==> src/rtl/tdm_demux_rx.sv <==
// tdm_demux_rx: receive-side TDM de-interleaver.
// Locks onto frame_sync (channel-0 marker) and collects CH_N slots per frame.
// Each completed frame is presented on dout, together with a one-cycle dout_valid pulse.
// Optional feature macro: FRAME_ERR_EN adds a frame_err pulse on premature sync.
module tdm_demux_rx #(
  parameter int CH_N   = 2,
  parameter int DATA_W = 1,
  localparam int CNT_W = $clog2(CH_N)
) (
  input  logic                   clk,
  input  logic                   rst,
  input  logic [DATA_W-1:0]      din,
  input  logic                   din_valid,
  input  logic                   frame_sync,
  output logic [CH_N*DATA_W-1:0] dout,
  output logic                   dout_valid,
  output logic [CNT_W-1:0]       chan,
  output logic                   locked
`ifdef FRAME_ERR_EN
  ,
  output logic                   frame_err
`endif
);

  typedef enum logic {
    HUNT = 1'b0,
    LOCK = 1'b1
  } state_t;

  state_t                  state_reg;
  logic [DATA_W-1:0]       slot_reg [CH_N];
  logic                    premature;
  logic                    wr_en;
  logic                    last_slot;
  logic [CNT_W-1:0]        wr_idx;
  logic [CH_N*DATA_W-1:0]  frame_next;

  // Classify the current sample: which slot it lands in and whether it closes a frame.
  always_comb begin
    premature = (state_reg == LOCK) && frame_sync && (chan != '0);
    // In HUNT only a sync sample is kept; in LOCK every accepted sample is kept.
    wr_en     = din_valid && ((state_reg == LOCK) || frame_sync);
    // A sync sample in HUNT or a premature sync restarts the frame at slot 0.
    wr_idx    = ((state_reg == HUNT) || premature) ? '0 : chan;
    last_slot = (state_reg == LOCK) && !premature && (chan == CNT_W'(CH_N - 1));
  end

  // Partial-frame buffer: one register per slot, plus the assembled frame.
  // The last slot bypasses the buffer so the frame is complete on the accepting edge.
  generate
    for (genvar gi = 0; gi < CH_N; gi++) begin : g_slot
      // Store the accepted sample into this slot when it is the addressed one.
      always_ff @(posedge clk) begin
        if (rst) begin
          slot_reg[gi] <= '0;
        end else if (wr_en && (wr_idx == CNT_W'(gi))) begin
          slot_reg[gi] <= din;
        end
      end

      if (gi == CH_N - 1) begin : g_last
        assign frame_next[gi*DATA_W +: DATA_W] = din;
      end else begin : g_mid
        assign frame_next[gi*DATA_W +: DATA_W] = slot_reg[gi];
      end
    end
  endgenerate

  // Lock FSM with slot counter and registered outputs.
  always_ff @(posedge clk) begin
    if (rst) begin
      state_reg  <= HUNT;
      chan       <= '0;
      locked     <= 1'b0;
      dout       <= '0;
      dout_valid <= 1'b0;
`ifdef FRAME_ERR_EN
      frame_err  <= 1'b0;
`endif
    end else begin
      dout_valid <= 1'b0;
`ifdef FRAME_ERR_EN
      frame_err  <= 1'b0;
`endif
      if (din_valid) begin
        case (state_reg)
          HUNT: begin
            // Samples before the first sync are dropped.
            if (frame_sync) begin
              state_reg <= LOCK;
              locked    <= 1'b1;
              chan      <= CNT_W'(1);
            end
          end
          LOCK: begin
            if (premature) begin
              // Abandon the partial frame; this sample already went to slot 0.
              chan <= CNT_W'(1);
`ifdef FRAME_ERR_EN
              frame_err <= 1'b1;
`endif
            end else if (last_slot) begin
              chan       <= '0;
              dout       <= frame_next;
              dout_valid <= 1'b1;
            end else begin
              chan <= chan + CNT_W'(1);
            end
          end
          default: begin
            state_reg <= HUNT;
            locked    <= 1'b0;
            chan      <= '0;
          end
        endcase
      end
    end
  end

endmodule

==> config.mk <==
export PLATFORM = sky130hd
export DESIGN_NAME = tdm_demux_rx
export DESIGN_NICKNAME = d
export VERILOG_FILES = /design/src/rtl/tdm_demux_rx.sv
export SDC_FILE = /design/constraint.sdc
export NUM_CORES = 1
export LEC_CHECK = 0
export CORE_AREA = 2 2 39 41
export CTS_CLUSTER_DIAMETER = 100
export CTS_CLUSTER_SIZE = 8
export DETAILED_ROUTE_END_ITERATION = 7
export DIE_AREA = 0 0 41 43
export GPL_TIMING_DRIVEN = 0
export SYNTH_ARGS = -nofsm -noshare
export SYNTH_HDL_FRONTEND = slang
export SYNTH_SLANG_ARGS = --single-unit
==> constraint.sdc <==
create_clock -name clk -period 1 [get_ports clk]
set_input_delay 0.25 -clock clk [delete_from_list [all_inputs] [get_ports clk]]
set_output_delay 0.25 -clock clk [all_outputs]
set_load 0.02 [all_outputs]
======== Word-level counts from Yosys, hierarchy flattened ========
Memories as Yosys holds them, arrays and structs flattened. A register that Yosys moved wholly into a read port is not among the register bits.
Index checks and enable logic that the tools add are counted.
word-level totals
  output and inout bits ................... 5
  register bits ........................... 6
  logic and storage cells ................. 46
  input port bits ......................... 5
  memory bits (writable) .................. 2
  memories kept ........................... 1
cells by class
  reductions and logical operators ........ 14
  bitwise logic cells ..................... 6
  mux-type cells .......................... 18
  equality and inequality tests ........... 1
  add/subtract/negate cells ............... 1
memories
  name      depth  bits a word  read ports  clocked after Yosys merged registers in  write ports  line  text
  slot_reg  2      1            1           1                                        2            31    logic [DATA_W-1:0] slot_reg [CH_N];
operators with widths
  operator             number
  $mux 1               17
  $logic_and 1x1->1    7
  $not 1->1            4
  $reduce_and 4->1     1
  $reduce_or 4->1      1
  $reduce_and 3->1     1
  $logic_or 1x1->1     2
  $ne 2x2->1 const B   1
  $or 1x1->1           2
  $pmux 1 s2           1
  $reduce_and 2->1     1
  $add 1x1->1 const B  1
  $logic_not 1->1      1

======== Longest topological paths before layout ========
  word-level depth ........................ 10
  mapped depth ............................ 3
  gate-level depth less buffers ........... 3

======== Worst setup path before layout ========
Ideal clock, no wire load.
  kind .................................... register -> register
  start point ............................. reg chan
  end point ............................... mem slot_reg[0], enable pin
  path buffers ............................ 0
  clock period less this slack ............ 1038 ps
  stages on the path, launching flop included .. 4
  arrival time ............................ 790 ps
  library setup time ...................... 248 ps
  required time ........................... 752 ps
  setup slack ............................. -38 ps
  cells stage by stage .................... dfxtp_1 > nor2b_1 > o21ai_1 > nand2b_1
RTL lines
  element                 line  text
  from (decl)             17    output logic [CNT_W-1:0] chan,
  from (signal assigned)  107   chan <= chan + CNT_W'(1);
  to (decl)               31

======== Worst setup path in the final report ========
  start point ............................. reg chan
  end point ............................... out chan
No word-level cell between the ends.

==> impl_summary.md <==
Outcome
The flow ran to the end, and the final reports show no timing, DRC or antenna violations.

Floorplanning
The number of I/O pins is 10. The horizontal extent of the die is 41 um. The floorplan has 14 rows. The die span in y is between 40 and 50 um. The floorplan step defined a die boundary enclosing about 1800 um2. The initial cell density of the core is 19.71%. The placeable core region is between 1000 and 1500 um2.

Power and ir drop
The power density over the cells is roughly 1600 nW/um2. The peak supply drop is between 0.0004 and 0.0005 V. The total power consumption of the routed design is approximately 0.65 mW. The analysis attributes to cell leakage a power of a little over 0.2 nW.

Finish
The library cells used most frequently in the layout, excluding fill and tap cells, are nor2_1, clkbuf_4, buf_6. The layout overhead on the synthesized area is 52.29%. 0 antenna diodes ended up in the layout. The number of non-filler instances in the completed layout is 55. More flip-flops sit in one register than any other, and that register is dout.

The layout has around 160 filler cells. The post-route netlist has between 30% and 40% of its cells at a drive strength greater than 1. The flip-flop count of the largest register after layout is 2. After routing the design area is about 420 um2. The final layout net count is between 40 and 50. The library cell used most frequently in the layout, excluding fill and tap cells, is nor2_1.

Critical path
The startpoint identified for the worst register-to-register timing path is state_reg. STA classifies the critical path endpoint as an output pin. The maximum fanout count along the critical path is 4. The worst register-to-register path ends at slot_reg[0]. Data on the critical path arrives at its endpoint at ~750 ps. For this run, the slowest stage of the critical path takes around 370 ps. The worst setup path is launched from a flip-flop. The slowest stage of the critical path is the dfxtp_4 cell.

Setup slack on the worst reg-to-reg path comes out at ~20 ps. The most critical setup path has its startpoint at chan. The count of buffer and inverter cells on the critical path is 1. The family with the most delay on the worst path is flip-flops.

The required time of the critical path is between 700 and 800 ps. The critical path depth is 1. The number of cells on the worst reg-to-reg path is 3. The critical path goes through buf_6. In this run the worst setup path terminates at chan. The kind of critical path is flip-flop to output pin.

Hold path
The path type of the worst min-delay path is input port to flip-flop. Along the worst hold path, the cell count comes to 2.

Routing
Dividing the detail-routed wire length by the instance count gives between 9 and 10 um. The via count is between 200 and 250. The number of design rule violations left after detail routing is 0. The via density per instance is between 4 and 5. The DRC violation total after the first TritonRoute iteration is 3. For this run, the detailed router's first-pass iteration total came to 3. The remaining antenna violation count is 0. The final routed wirelength across all metal layers is roughly 530 um.

Clock tree
No sink is reached through more buffers than the 2 on the longest clock path. The latest clock arrival within the worst-skew pair is around 260 ps. CTS built an H-tree with a depth of 1. After clock tree synthesis, the clock-pin slew on the worst setup and hold paths is about 50 ps.

The clock tree root driver cell is clkbuf_4. The number of buffers created by CTS is 3. For this design, the sink count on the clock tree is 7. In this run, post-CTS hold repair placed 0 buffers. TritonCTS built the clock tree.

Placed design
The area of placed instances is ~370 um2. The count of buffers added on input and output ports is 8. Counting tap cells, the placed design contains a total of 51 instances. The congestion estimate from routability-driven global placement came to a little under 0.7. The placed wire-length estimate after detailed placement is around 370 um.

GRT
The number of global-route vias before repair is 213. Entering global routing, the biggest net connects 9 pins. The first global-routing pass estimated approximately 870 um of wire. The met2 routing resource usage after global routing is between 8 and 9%. The met3 track demand over resource is between 5 and 6%. The most crowded layer after global routing is met1. For met1 alone, demand over resource in global routing was 10.36%. The remaining global-route overflow is 0. The initial antenna violation count is 0. The global router's overall resource usage is under 10%.

Timing
The final-report max-slew violation count is 0. Setup repair after global routing could not meet its margin everywhere. The final-report setup violation count is 0. The post-route setup TNS is 0 ps. The total count of hold-check failures in the final report came to 0.

Static timing analysis puts the maximum clock frequency at ~1000 MHz. The worst path needs 996.1 ps of the cycle, external delays included. The worst clock skew on the final layout is roughly 2.3 ps. The final clock period utilization by the worst path is roughly 100%.

The pin slew with the least headroom to its limit is approximately 330 ps. The headroom to the max-slew limit is between 70% and 80%.

Synthesis
The netlist area before placement is approximately 270 um2. The post-synth net total is 32. The number of different library cells used by synthesis comes to 15. The mean cell area of the mapped netlist is 10.10 um2.

The post-synthesis register bit count is 7. The synthesized instance count is 27. The number of warnings issued by yosys is 0.

The share of the Yosys chip area taken by registers is a little under three fifths.

Flow run
Max-cap violations in this run came to 0.
==> metal layers <==
| layer | vias to the layer above | part of all wire (%) |
|---|---|---|
| met1 | 102 | 48 |
| met3 | 2 | 8.4 |
| met2 | 7 | 42 |
| li1 | 113 | - |
| met5 | - | 0 |
| met4 | 0 | 2.1 |
==> where the power goes <==
group / switching [mW] / leakage, nW / internal (mW)
Sequential: 0.0131 / 0.0619 / 0.298
Clock: 0.113 / 0.0150 / 0.153
Combinational: 0.0348 / 0.124 / 0.0362
Total: 0.161 / 0.201 / 0.487
==> repair_timing <==
action / 4_1_cts / 5_1_grt
gates cloned: 0 / 0
gates resized for setup: 27 / 9
buffers inserted: 0 / 0
endpoints found under the setup margin: 10 / 6
==> cell type report <==
cell class	count	area (um2)	area share, %
sequential	7	160.2	38.55
buffer	1	3.754	0.9036
multi-input combinational	17	123.9	29.82
clock buffer	4	26.28	6.325
timing repair buffer	8	73.82	17.77
inverter	2	7.507	1.807
tap	16	20.02	4.819
==> cell usage after synthesis <==
cell      number  area [um2]
a21oi_1        1       5.000
a31oi_1        1       6.260
clkbuf_1       1       3.750
dfxtp_1        6       120.1
edfxtp_1       1       30.03
inv_1          2       7.510
mux2i_1        2       20.02
nand2b_1       1       6.260
nand4b_2       1       15.01
nor2_1         6       22.52
nor2b_1        1       6.260
nor3_1         1       5.000
nor3b_2        1       12.51
o21a_1         1       7.510
o21ai_1        1       5.000
==> kinds of logic (layout without fill, tap and decap cells) <==
logic type / Yosys count / in the layout / share of synthesized area, %
muxes: 2 / 2 / 7.340
and+or+nand+nor: 11 / 11 / 24.77
DFF: 7 / 7 / 55.05
buffers and inverters: 3 / 15 / 4.128
AOI/OAI and AO/OA: 4 / 4 / 8.715
==> worst min-delay path by stage <==
stage / slack, ps / endpoint / from
floorplan: 390 / state_reg / din_valid
global placement: 450 / locked / locked
detailed placement: 480 / locked / locked
CTS: 330 / dout_valid / rst
global route: 340 / dout_valid / rst
finish: 320 / dout_valid / rst
==> per-stage QoR <==
| step | utilization (%) | hold WS, ps | setup slack (ps) |
|---|---|---|---|
| floorplan | - | 390.6 | 49.55 |
| global placement | 27.03 | 451.6 | -388.2 |
| detailed placement | 27.03 | 477.2 | -421.4 |
| CTS | 28.30 | 327.8 | -3.768 |
| global route | 30.02 | 338.8 | -18.93 |
| finish | 30.02 | 323.6 | 3.907 |
==> worst reg2reg max path, cell delays in order, from the launching register on <==
cell and delay [ps]:
dfxtp_4 370, nor2b_1 160, o21ai_2 80, nand2b_1 90
Power figures use the tool's default switching activity.
